File: config.mk
export PLATFORM = sky130hd
export DESIGN_NAME = apb_slave_regfile
export DESIGN_NICKNAME = d
export VERILOG_FILES = /design/src/rtl/apb_slave_regfile.sv
export SDC_FILE = /design/constraint.sdc
export NUM_CORES = 1
export LEC_CHECK = 0
export BUFFER_PORTS_ARGS = -buffer_cell sky130_fd_sc_hd__buf_2
export CELL_PAD_IN_SITES_DETAIL_PLACEMENT = 2
export CELL_PAD_IN_SITES_GLOBAL_PLACEMENT = 2
export CORE_MARGIN = 3
export CORE_UTILIZATION = 35
export CTS_CLUSTER_DIAMETER = 100
export DETAILED_ROUTE_END_ITERATION = 7
export MAX_ROUTING_LAYER = met4
export PLACE_DENSITY = 0.8
export SLEW_MARGIN = 20
export SYNTH_ARGS = -nofsm -noshare
export SYNTH_HDL_FRONTEND = slang
export SYNTH_SLANG_ARGS = --single-unit
File: constraint.sdc
create_clock -name PCLK -period 3.05 [get_ports PCLK]
set_input_delay 0.61 -clock PCLK [delete_from_list [all_inputs] [get_ports PCLK]]
set_output_delay 0.61 -clock PCLK [all_outputs]
set_load 0.005 [all_outputs]
File: src/rtl/apb_slave_regfile.sv
// APB3 completer: NUM_REGS word-spaced R/W registers with a fixed wait-state count
// and address-miss handling. Optional macro APB_SLV_ERR_EN makes misses complete
// with PSLVERR=1; without it PSLVERR stays 0 and misses complete silently.
module apb_slave_regfile #(
    parameter int unsigned       ADDR_W      = 32,
    parameter int unsigned       DATA_W      = 32,
    parameter int unsigned       NUM_REGS    = 16,
    parameter logic [ADDR_W-1:0] BASE_ADDR   = '0,
    parameter int unsigned       WAIT_STATES = 0
) (
    input  logic                         PCLK,
    input  logic                         PRESETn,
    input  logic                         PSEL,
    input  logic                         PENABLE,
    input  logic                         PWRITE,
    input  logic [ADDR_W-1:0]            PADDR,
    input  logic [DATA_W-1:0]            PWDATA,
    output logic [DATA_W-1:0]            PRDATA,
    output logic                         PREADY,
    output logic                         PSLVERR,
    output logic [NUM_REGS*DATA_W-1:0]   regs_o
);

    localparam int unsigned IDX_W = (NUM_REGS > 1) ? $clog2(NUM_REGS) : 1;
    localparam int unsigned CNT_W = 4;
    localparam logic [CNT_W-1:0] WAIT_CNT = CNT_W'(WAIT_STATES);

`ifdef APB_SLV_ERR_EN
    localparam bit ERR_EN = 1'b1;
`else
    localparam bit ERR_EN = 1'b0;
`endif

    typedef enum logic [1:0] {S_IDLE, S_WAIT, S_DONE} state_e;

    state_e             state_q, state_d;
    logic [CNT_W-1:0]   cnt_q, cnt_d;
    logic [IDX_W-1:0]   idx_q, idx_d;
    logic               write_q, write_d;
    logic               hit_q, hit_d;
    logic [DATA_W-1:0]  prdata_q, prdata_d;
    logic               pready_q, pready_d;
    logic               pslverr_q, pslverr_d;
    logic [DATA_W-1:0]  regs_q [NUM_REGS];

    logic [ADDR_W-1:0]  offset_c;
    logic               hit_c;
    logic [IDX_W-1:0]   idx_c;
    logic               commit_c;

    // Live address decode, only consumed at the setup edge
    assign offset_c = PADDR - BASE_ADDR;
    assign hit_c    = (PADDR >= BASE_ADDR) && (PADDR[1:0] == 2'b00) &&
                      ((offset_c >> 2) < ADDR_W'(NUM_REGS));
    assign idx_c    = IDX_W'(offset_c >> 2);

    // Write commits on the edge leaving DONE while the requester still holds the access phase
    assign commit_c = (state_q == S_DONE) && PSEL && PENABLE && write_q && hit_q;

    // Next-state and registered-output logic
    always_comb begin
        state_d   = state_q;
        cnt_d     = cnt_q;
        idx_d     = idx_q;
        write_d   = write_q;
        hit_d     = hit_q;
        prdata_d  = prdata_q;
        pready_d  = 1'b0;
        pslverr_d = 1'b0;
        case (state_q)
            S_IDLE: begin
                if (PSEL && !PENABLE) begin
                    idx_d   = idx_c;
                    write_d = PWRITE;
                    hit_d   = hit_c;
                    cnt_d   = WAIT_CNT;
                    state_d = (WAIT_STATES == 0) ? S_DONE : S_WAIT;
                end
            end
            S_WAIT: begin
                if (!PSEL) begin
                    cnt_d   = '0;
                    state_d = S_IDLE;
                end else begin
                    cnt_d = cnt_q - CNT_W'(1);
                    if (cnt_q == CNT_W'(1)) begin
                        state_d = S_DONE;
                    end
                end
            end
            S_DONE:  state_d = S_IDLE;
            default: state_d = S_IDLE;
        endcase
        // DONE lasts one cycle, so state_d==DONE only on the entering edge
        if (state_d == S_DONE) begin
            pready_d  = 1'b1;
            pslverr_d = ERR_EN && !hit_d;
            if (!write_d) begin
                prdata_d = hit_d ? regs_q[idx_d] : '0;
            end
        end
    end

    // Control and response registers
    always_ff @(posedge PCLK or negedge PRESETn) begin
        if (!PRESETn) begin
            state_q   <= S_IDLE;
            cnt_q     <= '0;
            idx_q     <= '0;
            write_q   <= 1'b0;
            hit_q     <= 1'b0;
            prdata_q  <= '0;
            pready_q  <= 1'b0;
            pslverr_q <= 1'b0;
        end else begin
            state_q   <= state_d;
            cnt_q     <= cnt_d;
            idx_q     <= idx_d;
            write_q   <= write_d;
            hit_q     <= hit_d;
            prdata_q  <= prdata_d;
            pready_q  <= pready_d;
            pslverr_q <= pslverr_d;
        end
    end

    // Register bank
    always_ff @(posedge PCLK or negedge PRESETn) begin
        if (!PRESETn) begin
            for (int unsigned i = 0; i < NUM_REGS; i++) begin
                regs_q[i] <= '0;
            end
        end else if (commit_c) begin
            regs_q[idx_q] <= PWDATA;
        end
    end

    for (genvar g = 0; g < NUM_REGS; g++) begin : g_flat
        assign regs_o[g*DATA_W +: DATA_W] = regs_q[g];
    end

    assign PRDATA  = prdata_q;
    assign PREADY  = pready_q;
    assign PSLVERR = pslverr_q;

endmodule

Word-level counts from Yosys, hierarchy flattened
Index checks and enable logic that the tools add are counted.

Register bits after elaboration: 557. Latch bits: 0. Memory bits (writable): 0. Memory bits (read-only): 0. Bits of input ports: 69. Output and inout port bits: 546. Word-level logic and storage cells: 72. Memories kept: 0.

$add $sub $neg: 1. $mul: 0. Div/mod/pow operators: 0. Order comparisons: 5. Eq/ne operators: 5. Shifts and indexed selects: 0. Muxes and demuxes: 21. Bitwise logic cells: 3. Reduce and logical (&&, ||, !) cells: 14.

Operators with widths (number): $bwmux 512 (1); $bmux 32 s4 (1); $demux 32 s4 (1); $mux 32 (4); $ge 32x1->1 const B (1); $lt 30x5->1 const B (1); $mux 4 (4); $ge 5x5->1 const B (2); $not 4->5 (2); $logic_and 1x1->1 (8); $pmux 4 s2 (1); $mux 2 (3); $lt 5x1->1 const B (1); $mux 1 (5); $eq 2x2->1 const B (2); $eq 4x1->1 const B (1); $logic_not 2->1 (2); $pmux 2 s2 (1); $reduce_and 2->1 (2); $sub 4x1->4 const B (1); $eq 2x1->1 const B (1); $ne 2x2->1 const B (1); $reduce_bool 2->1 (1); $logic_not 1->1 (1); $not 1->1 (1).

Longest topological paths before layout
Depth in word-level cells: 9. Depth in mapped cells: 10. Gate-level depth less buffers: 8.

Worst setup path after synthesis
OpenSTA, ideal clock, no wires.

Kind: input -> register. Start: input PENABLE. End: register prdata_q[10], in the netlist PRDATA[10]. Setup time: 0.086 ns. Arrival time: 2.296 ns. Data required time: 2.964 ns. Setup slack: 0.668 ns. Cell stages on the path: 8. Buffers on the path: 2. Cells stage by stage: nor4b_4 mux2_2 or2_2 buf_2 buf_2 o22ai_1 nor4_1 nor3_1.

Cells in the longest elaborated chain, start to end: 9. Elaborated cells between the ends (all ways): 18. Classes of those cells: eq/ne (1); mux (12); bitwise (2); reduce/logical (3).

Ends and longest elaborated chain: start: declaration (line 14) `input logic PENABLE,`; $logic_not 1->1 (line 72) `if (PSEL && !PENABLE) begin`; $logic_and 1x1->1 (line 72); $mux 4 (line 72); $mux 4 (line 70) `case (state_q)`; named net idx_d[2] (line 38) `logic [IDX_W-1:0] idx_q, idx_d;`; $not 4->5 (not written as such) (line 99) `prdata_d = hit_d ? regs_q[idx_d] : '0;`; $bmux 32 s4 (line 99); $mux 32 (not written as such) (2 in series) (line 99); $mux 32 (line 99); end signal: assignment (line 121) `prdata_q <= prdata_d;`; end: declaration (line 41) `logic [DATA_W-1:0] prdata_q, prdata_d;`.

The timed path passes the listed nets, and every way through them passes these cells. The select of a mux whose other input is x is not followed. A chain may end at the register's enable or synchronous reset.

Worst setup path after layout
Start: register state_q[1]. End: register prdata_q[19], in the netlist PRDATA[19].

Cells in the longest elaborated chain, start to end: 7. Elaborated cells between the ends (all ways): 17. Classes of those cells: eq/ne (2); mux (11); bitwise (2); reduce/logical (2).

Ends and longest elaborated chain: start: declaration (line 36) `state_e state_q, state_d;`; start signal: assignment (line 116) `state_q <= state_d;`; $logic_not 2->1 (line 70); $mux 4 (line 70); $not 4->5 (not written as such) (line 99); $bmux 32 s4 (line 99); $mux 32 (not written as such) (2 in series) (line 99); $mux 32 (line 99).

Parallel ways exist; a longest one is shown, timed or not. The select of a mux whose other input is x is not followed.

==> results.md <==
Setup path:
- On the critical path, the stage with the largest delay is an instance of sky130_fd_sc_hd__dfrtp_1.
- The worst setup slack for register-to-register paths is 0.14 ns.
- The depth of the most critical reg-to-reg path is 8.
- The critical path's top delay family is simple AND/OR/NAND/NOR gates.
- The required time at the worst-slack endpoint is 3.51 ns.
- The startpoint of the worst setup timing path is state_q[1].
- The biggest fanout along the worst timing path is 34.
- The delay of the slowest critical-path stage is 0.48 ns.
- In this run the critical register-to-register path is launched from state_q[1].
- The endpoint of the worst register-to-register path is PRDATA[19].
- STA classifies the critical path endpoint as a flip-flop.
- The count of buffer and inverter cells on the critical path is 2.
- The startpoint kind of the worst setup timing path is a flip-flop.
- The path type of the worst setup path is reg -> reg.
- STA puts the critical path data arrival time at roughly 3.4 ns.
- Traced cell by cell, the critical path runs through nor4b_4, mux2i_4, inv_8, buf_12, mux2i_1, o22ai_1, nor4_1, nor3_1.

CTS:
- The clock transition time at the flip-flop clock pins of the worst setup and hold paths is 0.06 ns.
- The TritonCTS sink count is approximately 560.
- The later pin in the worst-skew pair is clocked with a latency of approximately 0.60 ns.
- The number of CTS-inserted buffers is 67.
- The cell chosen for the clock root is sky130_fd_sc_hd__clkbuf_16.
- Gates resized during post-CTS repair numbered 0.
- Counting along the longest clock path gives a buffer depth of 3.
- Once the clock tree was built, the setup fixing pass inserted 0 buffers.
- The number of buffers inserted by hold repair at cts is 1.
- The clock tree from TritonCTS is yes.
- The deepest level of the CTS H-tree is 3.

Finish:
- The final cell utilization of the core is 45.5%.
- The library cell used most frequently in the layout, excluding fill and tap cells, is sky130_fd_sc_hd__buf_2.
- Cells with a size suffix above 1 make up approximately half of the layout.
- At the end of the flow, the number of nets in the layout was around 2.8k.
- The post-synthesis to final-layout area growth is 27.2%.
- The layout has slightly above 7k filler cells.
- The library cells used most frequently in the layout, excluding fill and tap cells, are sky130_fd_sc_hd__buf_2, sky130_fd_sc_hd__dfrtp_1, sky130_fd_sc_hd__mux2_2.

Logic synthesis:
- The count of flip-flops with a built-in enable after synthesis is 0.
- The gate count after technology mapping is roughly 2.1k.
- The most used flip-flop cell after synthesis is sky130_fd_sc_hd__dfrtp_1.
- The net count after synthesis is 2,197.
- The synthesized netlist contains 37 unique library cells.
- The simple-gate area share of the yosys netlist is around 8.9%.
- Sequential cells were found to cover about 55% of the synthesized design area.
- Counting flops and latches in the post-synthesis netlist gives ~560.
- By area, the combinational part of the netlist is dominated by multiplexers.
- The synthesized cell area is between 20,000 and 30,000 um2.
- Of the total synthesized cell area, the portion taken by XOR and XNOR cells is 0%.
- The arithmetic-cell share of the synthesized area counting full adders, half adders and majority gates is less than 1%.
- For this run, asynchronously set or reset flops after synthesis account for 100%.
- The multiplexer area fraction after synthesis is between 20% and 30%.
- The synthesized area divided by synthesized cell count is 11.9 um2.
- Summing the areas of all compound-gate instances in the mapped netlist gives 4.97% of the synthesized area.
- The Yosys warning count is 0.

STA:
- The worst pin sits at a relative slew slack of around 53%.
- The final clock period utilization by the worst path is a little over nine tenths.
- At the pin with the least slew margin, the transition time is 0.701 ns.
- Setup repair after global routing left no endpoint under its margin.
- Adding up every negative setup slack in the final design gives 0 ns.
- Timing would allow up to between 0.3 and 0.4 GHz.
- The final hold violation count is 0.
- The minimum period implied by the final worst setup slack is 2.91 ns.
- Setup violations remaining at the end of the flow were counted as 0.
- The number of slew-limit violations in the final report is 0.
- For the final database, setup skew stands at 0.0240 ns.

Route:
- The count of nets left with antenna violations after detail routing is 0.
- Summed over all layers, the routed wires come to roughly 120 mm.
- Summing over every cut layer, the via total after detailed routing is about 21k.
- In the routed design, unresolved DRC markers number 0.
- The length of the first detailed-routing pass in iterations is 5.
- In this run, the number of DRC markers left after iteration 0 of detailed routing was about 1.5k.
- In the final routed layout, each cell accounts on average for about 32 um.
- The number of vias per cell is about 5.7.

GRT:
- The number of antenna violations at the first check in global routing is 3.
- The first global-routing pass estimated about 170 mm of wire.
- Across every metal layer, demand over resource in global routing totals a little under a third.
- After global routing the overflow that remains totals 0.
- The number of global-route vias before repair was about 24k.
- The pin count of the biggest net entering global routing is 73.

Floorplan:
- Once the floorplan was initialized, standard cells occupied ~36% of the core.
- The height of the chip is around 270 um.
- The die is 275 um wide.
- The die covers around 76,000 um2.
- around 600 I/O pins were placed.
- The core outline area is between 70,000 and 80,000 um2.
- The standard-cell row count is 97.

Power and ir drop:
- Of the total power, registers draw 43.0%.
- The switching power is 4.66 mW.
- The clock network burns 46.2% of the power.
- Combinational logic is responsible for a little over a tenth of the overall power.
- The internal portion of total power is 12.7 mW.
- For this design the ratio of total power to cell area is about 540 nW/um2.
- Net switching is ~27% of the power.
- IR analysis of the VDD net gives a maximum drop of 0.425 mV.
- The leakage power figure is 17.2 nW.

Min path:
- The worst hold path was traced through 3 stages.
- The startpoint identified for the worst hold timing path is PWRITE.
- The type of the tightest min-delay check is in -> reg.
- The worst hold endpoint is write_q.

Placed design:
- Buffers placed on the I/O ports in this run total 613.
- Detailed placement finished with a half-perimeter wire length of ~80 mm.
- Routability-driven placement finished with a final weighted congestion of slightly below 0.9.

Job:
- The max-cap violation count is 0.

Status:
- The run finished with clean final reports.
-- per-stage QoR --
step / instances / power (mW) / setup WS (ns) / hold WS (ns) / instance area [um2]
global placement: 3601 / 9.36 / 0.0636 / 0.488 / 30100
floorplan: 2126 / 8.45 / 0.668 / 0.314 / 25300
finish: 3720 / 17.3 / 0.142 / 0.335 / 32200
detailed placement: 3601 / 9.42 / 0.0203 / 0.517 / 30100
global route: 3720 / 17.9 / 0.0618 / 0.319 / 32200
CTS: 3718 / 17.5 / 0.218 / 0.292 / 32200
-- cells in the mapped netlist, drive strengths merged, types with 4 or more instances --
cell    number  area share [%]
a21oi      129             2.5
buf         99             1.9
clkbuf      71             1.1
dfrtp      557              55
inv          4           0.059
mux2       514              23
mux2i      130             5.1
nand2      378             5.6
nand2b       4           0.099
nor2         6           0.089
nor2b        6            0.15
nor3        35            0.69
nor4        72             1.8
o21ai       36            0.71
o22ai       65             1.6
-- sequential cells by signal, indices dropped and copies added, names as in the netlist --
register  cells
idx_q         4
write_q       1
PRDATA       32
regs_o      512
state_q       2
cnt_q         4
hit_q         1
PREADY        1
-- routing by layer --
layer | vias up | global-route usage (%) | routed length (um)
met4 | 0 | 14.3 | 5700
met1 | 11300 | 36.9 | 46600
met5 | - | - | 0
li1 | 8735 | - | -
met2 | 915 | 54.1 | 60200
met3 | 319 | 5.90 | 7260
-- power groups by stage --
stage | Combinational, mW | Clock [mW] | Sequential, mW
2_1_floorplan | 0.874 | 0 | 7.58
3_3_place_gp | 1.77 | 0 | 7.59
3_5_place_dp | 1.82 | 0 | 7.59
4_1_cts | 1.86 | 8.14 | 7.46
5_1_grt | 1.96 | 8.46 | 7.46
6_report | 1.87 | 8.01 | 7.46
-- cell type report --
class	count	area (um2)	area share, %
Multi-Input combinational cell	1395	10700	33.4
Clock buffer	100	1980	6.15
Tap cell	940	1180	3.65
Inverter	4	22.5	0.0699
Clock inverter	16	170	0.528
Sequential cell	557	13900	43.3
Antenna cell	2	5.00	0.0155
Timing Repair Buffer	706	4180	13.0
-- cell families after synthesis --
group,after synthesis
AO/OA/AOI/OAI,233
adder cells (fa/ha/maj),2
buffers and inverters,174
flip-flops,557
multiplexers,644
other,1
AND/OR/NAND/NOR,515
-- tightest hold or removal path, cell delays in order --
cell and delay (ns):
sky130_fd_sc_hd__buf_2 0.14, sky130_fd_sc_hd__nand2_1 0.08, sky130_fd_sc_hd__nand2_1 0.05
-- worst max-delay path by stage --
stage / cells past startpoint / to
global route: 8 / PRDATA[5]
finish: 8 / PRDATA[19]
floorplan: 8 / PRDATA[10]
detailed placement: 9 / PRDATA[14]
global placement: 9 / PRDATA[14]
CTS: 8 / PRDATA[19]
Note: power is estimated with default switching activity, not from simulation.
